### src/rtl/busca_instrucao_pkg.sv
// Shared definitions for the instruction fetch stage: FSM encoding, word
// widths, the decode-safe filler word and small address helpers.
package busca_instrucao_pkg;

    localparam int unsigned INSTR_W = 32;
    localparam int unsigned ADDR_W  = 32;

    localparam logic [INSTR_W-1:0] NOP_WORD = 32'h0000_0000;

    typedef enum logic [1:0] {
        S_RESET   = 2'd0,
        S_FETCH   = 2'd1,
        S_FULL    = 2'd2,
        S_DISCARD = 2'd3
    } fetch_state_t;

    typedef struct packed {
        logic [INSTR_W-1:0] data;
        logic [ADDR_W-1:0]  pc;
    } fetch_word_t;

    // Branch targets are word addresses; the two byte-offset bits are dropped.
    function automatic logic [ADDR_W-1:0] align_word(input logic [ADDR_W-1:0] addr);
        return addr & 32'hFFFF_FFFC;
    endfunction

    function automatic logic [ADDR_W-1:0] step_pc(input logic [ADDR_W-1:0] pc,
                                                  input logic [ADDR_W-1:0] step);
        return pc + step;
    endfunction

endpackage

### src/rtl/busca_instrucao_if.sv
// Instruction-memory request/response bus between the fetch stage (master)
// and the instruction memory (slave).
interface busca_instrucao_if;

    logic        imem_req;
    logic [31:0] imem_addr;
    logic        imem_ack;
    logic [31:0] imem_rdata;

    modport master (
        output imem_req,
        output imem_addr,
        input  imem_ack,
        input  imem_rdata
    );

    modport slave (
        input  imem_req,
        input  imem_addr,
        output imem_ack,
        output imem_rdata
    );

endinterface

### src/rtl/busca_instrucao_skid.sv
// One-entry {data, pc, valid} skid buffer that catches a fetched word while
// decode is stalled.
module busca_skid
    import busca_instrucao_pkg::*;
(
    input  logic        clk,
    input  logic        rst_n,
    input  logic        load_i,
    input  fetch_word_t word_i,
    input  logic        drain_i,
    input  logic        flush_i,
    output logic        valid_o,
    output fetch_word_t word_o
);

    logic        valid_q;
    logic        valid_d;
    fetch_word_t word_q;
    fetch_word_t word_d;

    // Flush beats load, and load beats drain so a same-cycle drain and refill keeps the new word.
    always_comb begin
        valid_d = valid_q;
        word_d  = word_q;
        if (flush_i) begin
            valid_d = 1'b0;
        end else if (load_i) begin
            valid_d = 1'b1;
            word_d  = word_i;
        end else if (drain_i) begin
            valid_d = 1'b0;
        end else begin
            valid_d = valid_q;
        end
    end

    // Skid storage register.
    always_ff @(posedge clk or negedge rst_n) begin
        if (!rst_n) begin
            valid_q <= 1'b0;
            word_q  <= '0;
        end else begin
            valid_q <= valid_d;
            word_q  <= word_d;
        end
    end

    assign valid_o = valid_q;
    assign word_o  = word_q;

endmodule

### src/rtl/busca_instrucao.sv
// Instruction fetch stage: owns the PC, issues single-outstanding reads to
// instruction memory and presents a registered instruction to decode.
module busca_instrucao #(
    parameter logic [31:0] RESET_PC = 32'h0000_0000,
    parameter logic [31:0] PC_STEP  = 32'h0000_0004,
    parameter logic [31:0] NOP_WORD = busca_instrucao_pkg::NOP_WORD
) (
    input  logic                     clk,
    input  logic                     rst_n,
    busca_instrucao_if.master        imem,
    input  logic                     stall_i,
    input  logic                     redirect_i,
    input  logic [31:0]              redirect_pc_i,
    output logic [31:0]              instrucao_o,
    output logic [31:0]              pc_instr_o,
    output logic                     instr_valid_o
);

    import busca_instrucao_pkg::*;

    fetch_state_t state_q, state_d;
    logic [31:0]  fetch_pc_q, fetch_pc_d;
    logic [31:0]  held_q, held_d;
    logic         req_q, req_d;
    logic [31:0]  instr_q, instr_d;
    logic [31:0]  pc_out_q, pc_out_d;
    logic         valid_q, valid_d;

    logic         ack_s;
    logic         ack_fetch_s;
    logic         accept_s;
    logic [31:0]  target_s;
    logic         skid_load_s;
    logic         skid_drain_s;
    logic         skid_flush_s;
    logic         skid_valid_s;
    fetch_word_t  skid_word_s;
    fetch_word_t  mem_word_s;

    // An ack only counts while a request is actually on the bus.
    assign ack_s       = imem.imem_ack & req_q;
    assign ack_fetch_s = ack_s & (state_q == S_FETCH);
    assign accept_s    = ~valid_q | ~stall_i;
    assign target_s    = align_word(redirect_pc_i);
    assign mem_word_s  = '{data: imem.imem_rdata, pc: fetch_pc_q};

    busca_skid u_skid (
        .clk     (clk),
        .rst_n   (rst_n),
        .load_i  (skid_load_s),
        .word_i  (mem_word_s),
        .drain_i (skid_drain_s),
        .flush_i (skid_flush_s),
        .valid_o (skid_valid_s),
        .word_o  (skid_word_s)
    );

    // Output register steering: redirect clears, then skid has priority over fresh memory data.
    always_comb begin
        instr_d      = instr_q;
        pc_out_d     = pc_out_q;
        valid_d      = valid_q;
        skid_load_s  = 1'b0;
        skid_drain_s = 1'b0;
        skid_flush_s = redirect_i;
        if (redirect_i) begin
            valid_d = 1'b0;
            instr_d = NOP_WORD;
        end else begin
            if (skid_valid_s && accept_s) begin
                skid_drain_s = 1'b1;
                valid_d      = 1'b1;
                instr_d      = skid_word_s.data;
                pc_out_d     = skid_word_s.pc;
            end else if (ack_fetch_s && accept_s) begin
                valid_d  = 1'b1;
                instr_d  = imem.imem_rdata;
                pc_out_d = fetch_pc_q;
            end else if (accept_s) begin
                valid_d = 1'b0;
                instr_d = NOP_WORD;
            end else begin
                valid_d = valid_q;
            end
            skid_load_s = ack_fetch_s & ~(accept_s & ~skid_valid_s);
        end
    end

    // Fetch FSM next-state and PC update.
    always_comb begin
        state_d    = state_q;
        fetch_pc_d = fetch_pc_q;
        held_d     = held_q;
        case (state_q)
            S_RESET: begin
                if (redirect_i) begin
                    fetch_pc_d = target_s;
                end else begin
                    fetch_pc_d = fetch_pc_q;
                end
                state_d = S_FETCH;
            end
            S_FETCH: begin
                if (redirect_i) begin
                    if (ack_s) begin
                        fetch_pc_d = target_s;
                        state_d    = S_FETCH;
                    end else begin
                        held_d  = target_s;
                        state_d = S_DISCARD;
                    end
                end else if (ack_s) begin
                    fetch_pc_d = step_pc(fetch_pc_q, PC_STEP);
                    state_d    = skid_load_s ? S_FULL : S_FETCH;
                end else begin
                    state_d = S_FETCH;
                end
            end
            S_FULL: begin
                if (redirect_i) begin
                    fetch_pc_d = target_s;
                    state_d    = S_FETCH;
                end else if (accept_s) begin
                    state_d = S_FETCH;
                end else begin
                    state_d = S_FULL;
                end
            end
            S_DISCARD: begin
                // The in-flight word belongs to the abandoned stream; it completes but is dropped.
                if (redirect_i) begin
                    if (ack_s) begin
                        fetch_pc_d = target_s;
                        state_d    = S_FETCH;
                    end else begin
                        held_d  = target_s;
                        state_d = S_DISCARD;
                    end
                end else if (ack_s) begin
                    fetch_pc_d = held_q;
                    state_d    = S_FETCH;
                end else begin
                    state_d = S_DISCARD;
                end
            end
            default: begin
                state_d = S_RESET;
            end
        endcase
        req_d = (state_d == S_FETCH) || (state_d == S_DISCARD);
    end

    // State, PC and output registers.
    always_ff @(posedge clk or negedge rst_n) begin
        if (!rst_n) begin
            state_q    <= S_RESET;
            fetch_pc_q <= RESET_PC;
            held_q     <= RESET_PC;
            req_q      <= 1'b0;
            instr_q    <= NOP_WORD;
            pc_out_q   <= 32'h0000_0000;
            valid_q    <= 1'b0;
        end else begin
            state_q    <= state_d;
            fetch_pc_q <= fetch_pc_d;
            held_q     <= held_d;
            req_q      <= req_d;
            instr_q    <= instr_d;
            pc_out_q   <= pc_out_d;
            valid_q    <= valid_d;
        end
    end

    assign imem.imem_req  = req_q;
    assign imem.imem_addr = fetch_pc_q;
    assign instrucao_o    = instr_q;
    assign pc_instr_o     = pc_out_q;
    assign instr_valid_o  = valid_q;

endmodule

### src/flat_wrapper.sv
// flat-port wrapper written by rule: the top's interface ports become plain ports
module busca_instrucao_flat import busca_instrucao_pkg::*;
#(
    parameter logic [31:0] RESET_PC = 32'h0000_0000,
    parameter logic [31:0] PC_STEP  = 32'h0000_0004,
    parameter logic [31:0] NOP_WORD = busca_instrucao_pkg::NOP_WORD
)
  (clk, rst_n, stall_i, redirect_i, redirect_pc_i, instrucao_o, pc_instr_o, instr_valid_o, imem_imem_req, imem_imem_addr, imem_imem_ack, imem_imem_rdata);
  busca_instrucao_if imem_i ();
  input  logic clk;
  input  logic rst_n;
  input  logic stall_i;
  input  logic redirect_i;
  input  logic [31:0] redirect_pc_i;
  output logic [31:0] instrucao_o;
  output logic [31:0] pc_instr_o;
  output logic instr_valid_o;
  output wire logic [$bits(imem_i.imem_req)-1:0] imem_imem_req;
  output wire logic [$bits(imem_i.imem_addr)-1:0] imem_imem_addr;
  input wire logic [$bits(imem_i.imem_ack)-1:0] imem_imem_ack;
  input wire logic [$bits(imem_i.imem_rdata)-1:0] imem_imem_rdata;
  assign imem_imem_req = imem_i.imem_req;
  assign imem_imem_addr = imem_i.imem_addr;
  assign imem_i.imem_ack = imem_imem_ack;
  assign imem_i.imem_rdata = imem_imem_rdata;
  busca_instrucao #(.RESET_PC(RESET_PC), .PC_STEP(PC_STEP), .NOP_WORD(NOP_WORD)) u_core (.clk(clk), .rst_n(rst_n), .imem(imem_i), .stall_i(stall_i), .redirect_i(redirect_i), .redirect_pc_i(redirect_pc_i), .instrucao_o(instrucao_o), .pc_instr_o(pc_instr_o), .instr_valid_o(instr_valid_o));
endmodule
### config.mk
export PLATFORM = sky130hd
export DESIGN_NAME = busca_instrucao_flat
export DESIGN_NICKNAME = d
export VERILOG_FILES = /design/src/rtl/busca_instrucao_pkg.sv /design/src/rtl/busca_instrucao_if.sv /design/src/rtl/busca_instrucao_skid.sv /design/src/rtl/busca_instrucao.sv /design/src/flat_wrapper.sv
export SDC_FILE = /design/constraint.sdc
export NUM_CORES = 1
export LEC_CHECK = 0
export ABC_CLOCK_PERIOD_IN_PS = 2600
export CAP_MARGIN = 20
export CORE_MARGIN = 2
export CORE_UTILIZATION = 50
export CTS_CLUSTER_SIZE = 28
export DETAILED_ROUTE_END_ITERATION = 8
export PLACE_DENSITY_LB_ADDON = 0.1
export SLEW_MARGIN = 30
export SYNTH_ARGS = -nofsm -noshare
export SYNTH_HDL_FRONTEND = slang
export SYNTH_SLANG_ARGS = --single-unit
### constraint.sdc
create_clock -name clk -period 2.6 [get_ports clk]
set_input_delay 0.26 -clock clk [delete_from_list [all_inputs] [get_ports clk]]
set_output_delay 0.26 -clock clk [all_outputs]
set_load 0.02 [all_outputs]
# --- Word-level counts from Yosys, hierarchy flattened ---
# Index checks and enable logic that the tools add are counted.
op_classes:
  add_sub_neg: 1
  n_mul: 0
  div_mod_pow: 0
  magnitude_cmp: 0
  eq_ne: 8
  shifts: 0
  mux: 30
  bitwise: 11
  n_reduce_logical: 13
ops:
  columns: ["cell", "count"]
  rows:
  - ["32-bit 2-to-1 mux", 12]
  - ["32-bit case mux with 3 select lines", 1]
  - ["32-bit by 3-bit adder with 32-bit output (second input constant)", 1]
  - ["2-bit 2-to-1 mux", 6]
  - ["1-bit 2-to-1 mux", 10]
  - ["2-bit case mux with 4 select lines", 1]
  - ["2-bit == test (second input constant)", 3]
  - ["3-bit by 2-bit inequality test with 1-bit output (second input constant)", 2]
  - ["1-bit NOT", 6]
  - ["3-bit AND reduction", 2]
  - ["1-bit bitwise AND", 4]
  - ["2-bit by 1-bit == test with 1-bit output (second input constant)", 2]
  - ["2-bit AND reduction", 2]
  - ["4-bit nonzero test", 1]
  - ["2-bit OR reduction", 2]
  - ["3-bit nonzero test", 1]
  - ["1-bit logical AND", 2]
  - ["2-bit logical NOT", 1]
  - ["2-bit by 1-bit inequality test with 1-bit output (second input constant)", 1]
  - ["2-bit nonzero test", 1]
  - ["1-bit logical OR", 1]
  - ["1-bit OR", 1]
totals:
  reg_bits: 195
  latch_bits: 0
  ram_bits: 0
  rom_bits: 0
  in_bits: 69
  out_inout_bits: 98
  memories: 0

# --- Depth between registers and ports, before layout ---
# Gate-level depths: netlist of the first run.
depth:
  depth_word: 12
  ltp_mapped: 8
  mapped_depth_nobuf: 6

# --- Modules after synthesis ---
# A second synthesis of the first run with hierarchy kept.
unflattened:
  cells_unflattened: 901
  area_unflattened_um2: 9887.0
by_module_without_submodules:
  columns: ["mod", "n_inst", "cells_each", "area_per_inst_um2", "seq_area_each_um2"]
  rows:
  - ["busca_instrucao", 1, 761, 7145.6, 3228.1]
  - ["busca_skid", 1, 140, 2741.4, 1626.6]

# --- Least setup slack after synthesis of the first run ---
# Ideal clock, no wire load.
synth_timing:
  path_type: "register -> register"
  startpoint: "register u_core.fetch_pc_q[2], in the netlist u_core.imem.imem_addr[2]"
  endpoint: "register u_core.fetch_pc_q[22], in the netlist u_core.imem.imem_addr[22]"
  setup_ns: 0.123
  t_arrival_ns: 1.833
  required_ns: 2.477
  path_slack_ns: 0.644
  path_stages_with_launch: 7
  n_path_buf: 0
  path_cell_list: "dfrtp_1 > ha_1 > nand4_2 > or2_1 > o31a_1 > a211oi_1 > nor2_1"
synth_between:
  elab_chain_cells: 4
synth_lines:
  columns: ["element", "line", "rtl"]
  rows:
  - ["start, declared", "busca_instrucao.sv:22", "logic [31:0] fetch_pc_q, fetch_pc_d;"]
  - ["start signal, assigned", "busca_instrucao.sv:165", "fetch_pc_q <= fetch_pc_d;"]
  - ["32-bit by 3-bit adder with 32-bit output", "busca_instrucao_pkg.sv:29", "return pc + step;"]
  - ["32-bit 2-to-1 mux", "busca_instrucao.sv:112", "end else if (ack_s) begin"]
  - ["32-bit 2-to-1 mux", "busca_instrucao.sv:104", "if (redirect_i) begin"]
  - ["32-bit case mux with 3 select lines", "busca_instrucao.sv:94", "case (state_q)"]
# No other way between the ends. The select of a mux whose other input is x is not followed.
# A chain may end at the register's enable or synchronous reset.

# --- Worst setup path in the final report of the first run ---
layout_timing:
  startpoint: "register u_core.fetch_pc_q[4], in the netlist u_core.imem.imem_addr[4]"
  endpoint: "register u_core.fetch_pc_q[31], in the netlist u_core.imem.imem_addr[31]"
# Same word-level chain as after synthesis.

==> results.toml, run 1 <==
[setup_path]
r2r_setup_slack_ns = 0.56
cp_slowest_cell = "dfrtp_1"
cp.required_ns = 2.95
crit_arrival_ns = 2.39
slowest_delay_ns = 0.59
crit_type = "register to register"
critical_path.max_fanout = 11
crit_buf_inv = 0
crit_family = "simple AND/OR/NAND/NOR gates"
endpoint_kind = "register"
cp-start-kind = "register"
crit_chain = "nand4_1, nor4_4, a31o_1, a21oi_1, o31ai_2"

[drt]
viasPerCell = 5.750
avgRoutedWirePerCell_um = 18.41
dr.pass1.iters = 5
routed_wirelength_um = 24960
detail_route.iter0.violations = 634
vias = 7797
drc = 0
ant_nets = 0

[logic_synthesis]
synth-edff-count = 0
synthCells = 934
seq_area_frac_synth = 0.4982
ys_ff_latch = 194
synth_cell_type_count = 68
yosysWarnings = 0
synth_ff_type = "dfrtp_1"
synth_top_area_cell = "dfrtp_1"
synth_common_cells = "dfrtp_1, nand2_1, o21ai_0"
synth_area_leaders = "dfrtp_1, mux2_2, o21ai_0"
async_flop_share = 1.000
synth_top_area_frac = 0.4982
syn_area_per_cell_um2 = 10.43
yosysMostFrequentCell = "dfrtp_1"
syn-cell-area_um2 = 9744
synth_fp_nets = 1004

[die]
dieArea_um2 = 20620
die_h_um = 143.6
row_count = 51
ios = 167
dieWidth_um = 143.6
start_util = 0.5056
core-area_um2 = 19270

[pwr]
vdd_drop_max_mv = 0.5039
p_leak_nw = 5.113
cellPowerDensity_nw_per_um2 = 740.2

[global_routing]
overflow = 0
grt_max_degree = 78
grt_usage = 0.2486
antenna_found_initial = 1
first_global_vias = 7318
grt_pass1_wl_um = 40280

[timing]
rsz0062_at_grt = "no"
slew_headroom = 0.5676
period_share = 0.7854
finalHoldViolations = 0
tightest_slew_ns = 0.6486
slew_violations = 0
min_period_ns = 2.042
skew_ns = 0.01161
fmaxAchievable_mhz = 489.7
fin_setup_tns_ns = 0
setup_viol = 0

[layout]
n_fill_cell = 1587
final_util = 0.6405
syn2layout_area_growth_pct = 26.67
drive_above_1_share = 0.1431
nets = 1147

[place]
globalplace.congestion = 0.9011
port_buffers = 164
dpl.hpwl_um = 16730

[job]
cap_violations = 0

[cts]
cts_resized = 0
clockRootBuffer = "clkbuf_16"
cts.sink_count = 194
clk_pin_slew_ns = 0.08
cts-buffers-inserted = 17
cts_tree = "done"
cts_max_path_buffers = 2
h-tree-depth = 4
insertion_delay_ns = 0.43

[run_status]
status = "finished, final reports clean"

[hold_path]
min_path_type = "input pin to register"
-- per-layer routing --
metal / track usage / wire length, um / up-vias
li1: - / - / 3686
met4: 0.08617 / 505 / 0
met2: 0.3659 / 11320 / 285
met3: 0.04199 / 1538 / 39
met5: 0 / 0 / -
met1: 0.3721 / 11600 / 3787
-- kinds of logic after synthesis --
| group | synth area share |
|---|---|
| AO/OA/AOI/OAI | 0.1753 |
| AND/OR/NAND/NOR | 0.1089 |
| flip-flops | 0.4982 |
| multiplexers | 0.1600 |
| buffers and inverters | 0.04558 |
| XOR/XNOR | 0.01079 |
| adder cells (fa/ha/maj) | 0.001284 |
-- flip-flops by register name, summed over array words and instances (netlist names) --
name,flops
u_core.held_q,30
u_core.imem.imem_addr,32
u_core.instr_valid_o,1
u_core.instrucao_o,32
u_core.pc_instr_o,32
u_core.state_q,2
u_core.u_skid.valid_o,1
u_core.u_skid.word_o,64
-- layout by cell type, fill, tap and decap left out, drive strengths merged, types with 6 or more instances in the layout --
| master | Yosys | final |
|---|---|---|
| nor2 | 46 | 46 |
| a21o | 6 | 6 |
| o21ai | 110 | 110 |
| buf | 44 | 38 |
| o211ai | 7 | 7 |
| and3 | 6 | 6 |
| nor3 | 10 | 10 |
| nand2 | 103 | 103 |
| o31ai | 10 | 10 |
| mux2i | 41 | 41 |
| nand3 | 13 | 13 |
| mux2 | 102 | 102 |
| nand2b | 6 | 6 |
| o22ai | 10 | 10 |
| xor2 | 9 | 9 |
| dfrtp | 194 | 194 |
| a21oi | 43 | 43 |
| nand4 | 14 | 14 |
| and2 | 8 | 8 |
| a31o | 6 | 6 |
| a22oi | 37 | 37 |
| clkbuf | 34 | 18 |
| a31oi | 6 | 6 |
| clkdlybuf4s50 | 0 | 162 |
| inv | 11 | 18 |
-- layout make-up --
cell class / instances / area (um^2) / area share
antenna: 1 / 2.502 / 0.0002027
timing repair buffer: 202 / 2041 / 0.1653
inverter: 11 / 41.29 / 0.003345
sequential: 194 / 4855 / 0.3933
tap: 265 / 331.6 / 0.02686
clock inverter: 15 / 171.4 / 0.01389
clock buffer: 17 / 425.4 / 0.03447
multi-input combinational: 651 / 4476 / 0.3626
-- final timing paths --
path,endpoint,cells past startpoint,from
max,u_core.imem.imem_addr[31],5,u_core.imem.imem_addr[4]
min,u_core.instr_valid_o,2,redirect_i
max reg2reg,u_core.imem.imem_addr[31],5,u_core.imem.imem_addr[4]
min reg2reg,u_core.instrucao_o[25],2,u_core.instrucao_o[25]
max in group asynchronous,u_core.held_q[28],3,rst_n
min in group asynchronous,u_core.instrucao_o[29],2,rst_n
-- per-stage QoR --
stage | setup WS [ns] | instances | power [W] | hold slack, ns | cell area, um^2
finish | 0.5579 | 1356 | 0.009136 | 0.3027 | 12340
detailed placement | 0.2645 | 1322 | 0.006541 | 0.3382 | 11730
floorplan | 0.6440 | 934 | 0.005448 | -0.03559 | 9744
global route | 0.4488 | 1356 | 0.009622 | 0.3028 | 12340
global placement | 0.3126 | 1322 | 0.006471 | 0.3415 | 11730
CTS | 0.5748 | 1355 | 0.009196 | 0.2683 | 12340
-- timing repair --
| action | CTS | global route |
|---|---|---|
| hold buffers | 1 | 0 |
| hold endpoints to repair | 74 | 0 |
| buffers inserted | 0 | 0 |
-- where the power goes --
part | leakage [nW] | switching [W] | total [W] | internal (W)
Clock | 0.281 | 0.00127 | 0.00265 | 0.00137
Combinational | 2.39 | 0.00117 | 0.00234 | 0.00117
Sequential | 2.44 | 0.000488 | 0.00415 | 0.00366
Total | 5.11 | 0.00293 | 0.00914 | 0.00620
(Power assumes the default switching activity.)
==> run 2, diff against run 1 <==
Settings changed: ABC_CLOCK_PERIOD_IN_PS 2600 to 1700, CORE_UTILIZATION 50 to 48.
Clock period 2.6 ns to 1.7 ns, I/O delays scaled along.
==> run 2 against run 1 <==
  * Sequential cell count is the same
  * Largest cell class unchanged
  * Global-route usage shrank 0.074 points
  * The run now ends with setup timing left
  * Critical endpoint is now u_core.imem.imem_addr[22]
  * Worst hold slack lost 0.10 ns
  * Clock power grew 50%
  * Cell count grew 6.2%
  * Critical path type unchanged
==> results.toml, run 2 (synthesized netlist as in run 1, its figures left out) <==
[pwr]
vdd_drop_max_mv = 0.6924
fin_total_pwr_w = 0.01425
cellPowerDensity_nw_per_um2 = 1082
p_leak_nw = 5.630

[place]
dpl.cell_count = 1397
globalplace.congestion = 0.9518
dpl.hpwl_um = 18770
port_buffers = 164
dp_worst_setup_slack_ns = -0.2389

[cts]
h-tree-depth = 4
cts_tree = "done"
cts-buffers-inserted = 17
clockRootBuffer = "clkbuf_16"
insertion_delay_ns = 0.44
clk_pin_slew_ns = 0.08
cts_max_path_buffers = 2
cts.sink_count = 194

[setup_path]
critical_path.max_fanout = 5
endpoint_kind = "register"
crit_arrival_ns = 2.06
slowest_delay_ns = 0.43
crit_chain = "ha_4, nand4_4, or2_4, o31a_1, a211oi_2, nor2_1"
cp.required_ns = 2.02
cp-start-kind = "register"
crit_type = "register to register"
cp_slowest_cell = "dfrtp_2"

[die]
die_h_um = 146.5
start_util = 0.4847
core-area_um2 = 20100
dieWidth_um = 146.5
dieArea_um2 = 21460
ios = 167
row_count = 52

[layout]
syn2layout_area_growth_pct = 35.17
nets = 1227
final_cells = 1440
final_util = 0.6552
final_cell_mix = "dfrtp_1, clkdlybuf4s50_1, nand2_1, o21ai_0, buf_4"
mostFrequentLayoutCell = "dfrtp_1"
antenna_cells = 0
largest_reg_flops = 64
drive_above_1_share = 0.2359

[timing]
skew_ns = 0.01201
slew_violations = 0
fmaxAchievable_mhz = 574.2
fin_setup_tns_ns = -0.1128
finalHoldViolations = 0
slew_headroom = 0.6843
period_share = 1.024
tightest_slew_ns = 0.4734
min_period_ns = 1.742
setup_viol = 5
postLayoutSetupSlackWorst_ns = -0.04153
rsz0062_at_grt = "yes"

[global_routing]
grt_usage = 0.2478
grt_max_degree = 52
grt_pass1_wl_um = 42230
antenna_found_initial = 0
overflow = 0
first_global_vias = 7847

[drt]
vias = 8132
avgRoutedWirePerCell_um = 18.17
routed_wirelength_um = 26170
ant_nets = 0
drc = 0
dr.pass1.iters = 6
detail_route.iter0.violations = 645
viasPerCell = 5.647

[run_status]
status = "complete, but fails checks"
failed_checks = "setup timing"

[job]
cap_violations = 0

[hold_path]
min_path_type = "input pin to register"
==> run 2: changes by cell type in the layout (fill, tap and decap cells not counted), sizes merged, moves of 4 or more <==
cell,delta
buf,+80
clkdlybuf4s50,-31
dlygate4sd2,+29
clkinv,+4
clkinvlp,-4
==> run 2: report_power, final <==
group | switching [W] | internal [W] | total (W) | leakage (nW)
registers | 0.000592 | 0.00561 | 0.00621 | 2.42
clock network | 0.00200 | 0.00198 | 0.00398 | 0.290
logic | 0.00210 | 0.00197 | 0.00407 | 2.91
total | 0.00469 | 0.00956 | 0.0143 | 5.63
==> run 2: timing repair <==
action                                  CTS  global route
endpoints found under the setup margin   41            21
buffers inserted                          3             7
pin swaps                                 7            13
resized for setup                        42            26
hold endpoints to repair                 41             0
hold buffers                              1             0
==> run 2: worst paths after layout <==
kind	start	to	slack, ns	cells past startpoint
worst max-delay path	u_core.imem.imem_addr[2]	u_core.imem.imem_addr[22]	-0.04	6
worst min-delay path	redirect_i	u_core.instr_valid_o	0.20	2
worst max register to register	u_core.imem.imem_addr[2]	u_core.imem.imem_addr[22]	-0.04	6
worst min register to register	u_core.pc_instr_o[21]	u_core.pc_instr_o[21]	0.48	2
max in group asynchronous	rst_n	u_core.imem.imem_addr[16]	0.83	3
min in group asynchronous	rst_n	u_core.instrucao_o[26]	0.22	2
==> run 2: per-layer routing <==
layer / up-vias / track usage / routed length [um]
met5: - / 0 / 0
met4: 0 / 0.06748 / 433
met3: 39 / 0.04313 / 1477
met2: 303 / 0.3781 / 12120
met1: 3944 / 0.3670 / 12140
li1: 3846 / - / -
==> run 2: worst max-delay path, delay by kind of cell, from the launching register on <==
| kind | cells | cell delay, ns |
|---|---|---|
| AOI/OAI and AO/OA | 2 | 0.52 |
| DFF | 1 | 0.43 |
| adders and majority gates | 1 | 0.16 |
| and+or+nand+nor | 3 | 0.51 |
==> run 2: layout make-up <==
class / count / area [um^2]
sequential: 194 / 4875
clock buffer: 17 / 425.4
clock inverter: 15 / 162.7
inverter: 11 / 41.29
fill: 1596 / 6933
timing repair buffer: 282 / 2699
multi-input combinational: 651 / 4631
tap: 270 / 337.8
==> run 2: per-stage QoR <==
step | cell area [um^2] | hold WS (ns)
2_1_floorplan | 9811 | -0.1256
3_3_place_gp | 12400 | 0.1449
3_5_place_dp | 12400 | 0.1498
4_1_cts | 13030 | 0.1723
5_1_grt | 13170 | 0.1962
6_report | 13170 | 0.2025
==> run 3, diff against run 2 <==
Settings changed: CORE_MARGIN 2 to 1.5, MAX_ROUTING_LAYER from default to met4.
==> run 3 against run 2 <==
  * The flow still finishes with violations (setup timing)
  * Die area shrank 1.4%
  * Combinational power fell by 1%
  * Clock skew down 0.0031 ns
  * Register-to-register slack barely moved
  * Sequential power hardly changed
  * Design area is 0.14% higher
  * Sequential cell count unchanged
  * Sequential share of layout area hardly changed
  * Global-route usage increased by 1.4 points
  * Cell count fell by 0.28%
  * Total power grew 1.4%
  * Largest power group unchanged
==> results.toml, run 3 (synthesized netlist as in run 1, its figures left out) <==
[cts]
insertion_delay_ns = 0.43
h-tree-depth = 4
cts_max_path_buffers = 2
cts-buffers-inserted = 17
cts.sink_count = 194
clockRootBuffer = "clkbuf_16"
cts_tree = "done"
clk_pin_slew_ns = 0.08

[layout]
final_cells = 1436
final_cell_mix = "dfrtp_1, clkdlybuf4s50_1, nand2_1, o21ai_0, buf_4"
largest_reg_flops = 64
nets = 1228
syn2layout_area_growth_pct = 35.36
antenna_cells = 0
drive_above_1_share = 0.2365
design_area_um2 = 13190
mostFrequentLayoutCell = "dfrtp_1"

[die]
dieWidth_um = 145.5
start_util = 0.4942
row_count = 51
die_h_um = 145.5
core-area_um2 = 19720
ios = 167
dieArea_um2 = 21160

[pwr]
pwr-share-comb = 0.279
cellPowerDensity_nw_per_um2 = 1096
switching_share = 0.3205
p_leak_nw = 5.601
clkPwrFrac = 0.291
pwr-share-seq = 0.430
vdd_drop_max_mv = 0.7404
switchingPower_w = 0.004634
p_int_w = 0.009825

[drt]
drc = 0
detail_route.iter0.violations = 597
viasPerCell = 5.731
dr.pass1.iters = 6
avgRoutedWirePerCell_um = 18.70
vias = 8229
routed_wirelength_um = 26850
ant_nets = 0

[hold_path]
min_path_type = "input pin to register"

[setup_path]
endpoint_kind = "register"
crit_type = "register to register"
cp-start-kind = "register"
cp.required_ns = 2.02
critical_path.max_fanout = 6
crit_arrival_ns = 2.06

[global_routing]
antenna_found_initial = 0
overflow = 0
grt_pass1_wl_um = 43260
grt_max_degree = 67
grt_usage = 0.2619
first_global_vias = 8046

[timing]
finalHoldViolations = 0
holdWs_ns = 0.2050
slew_headroom = 0.7329
period_share = 1.027
rsz0062_at_grt = "yes"
setup_viol = 2
postLayoutSetupSlackWorst_ns = -0.04556
min_period_ns = 1.746
tightest_slew_ns = 0.4007
fmaxAchievable_mhz = 572.9
skew_ns = 0.008956
slew_violations = 0
fin_setup_tns_ns = -0.06071

[place]
post_dp_cell_area_um2 = 12340
dp_worst_setup_slack_ns = -0.1695
globalplace.congestion = 0.9079
port_buffers = 164
dpl.hpwl_um = 18330
dpl.cell_count = 1391

[run_status]
failed_checks = "setup timing"
status = "complete, but fails checks"

[job]
cap_violations = 0
==> run 3: cell types whose count changed in the layout (fill, tap and decap cells not counted), moves of 3 or more <==
cell     change
nor2_2       -3
buf_12       -4
dfrtp_2      +3
dfrtp_1      -3
==> run 3: critical path, cell delays in order, from the launching register on <==
cell	delay (ns)
dfrtp_2	0.44
ha_4	0.17
nand4_4	0.15
or2_4	0.32
o31a_1	0.27
a211oi_2	0.23
nor2_1	0.06
==> run 3: path summary, 6_finish.rpt <==
kind | startpoint | end | slack [ns] | depth (start not counted)
max reg2reg | u_core.imem.imem_addr[2] | u_core.imem.imem_addr[22] | -0.05 | 6
min | redirect_i | u_core.instr_valid_o | 0.20 | 2
max in group asynchronous | rst_n | u_core.imem.imem_addr[29] | 0.78 | 3
min in group asynchronous | rst_n | u_core.instrucao_o[25] | 0.23 | 2
max | u_core.imem.imem_addr[2] | u_core.imem.imem_addr[22] | -0.05 | 6
min reg2reg | u_core.instrucao_o[10] | u_core.instrucao_o[10] | 0.48 | 2
==> run 3: power groups by stage <==
stage,Clock [W],Sequential [W],Combinational (W)
6_report,0.00421,0.00622,0.00403
3_5_place_dp,0,0.00629,0.00403
4_1_cts,0.00428,0.00621,0.00397
3_3_place_gp,0,0.00624,0.00394
2_1_floorplan,0,0.00664,0.00174
5_1_grt,0.00447,0.00636,0.00437
==> run 3: layer usage <==
layer	wire length (um)	track usage	part of all wire	up-vias
met1	12070	0.3620	0.45	4026
li1	-	-	-	3865
met3	1594	0.03793	0.059	33
met5	0	-	0	-
met2	12770	0.4069	0.48	305
met4	412	0.06735	0.015	0
==> run 3: through the flow <==
| step | utilization | power, W |
|---|---|---|
| final | 0.6690 | 0.01446 |
| after CTS | 0.6580 | 0.01446 |
| after global routing | 0.6690 | 0.01520 |
| after detailed placement | 0.6256 | 0.01031 |
| after global placement | 0.6256 | 0.01018 |
| after floorplan | - | 0.008381 |
==> run 3: layout make-up <==
cell class                 count  area (um^2)
timing repair buffer         282         2690
clock inverter                15        188.9
clock buffer                  17        425.4
multi-input combinational    652         4634
tap                          265        331.6
inverter                      11        41.29
sequential                   194         4878
fill                        1620         6528
==> run 3: timing repair <==
item                                    CTS  global route
gates resized for setup                  45            23
buffers inserted                          0             8
cloned                                    0             4
hold buffers                              1             0
endpoints found under the hold margin    36             0
pin swaps                                 4             7
endpoints found under the setup margin   42            30
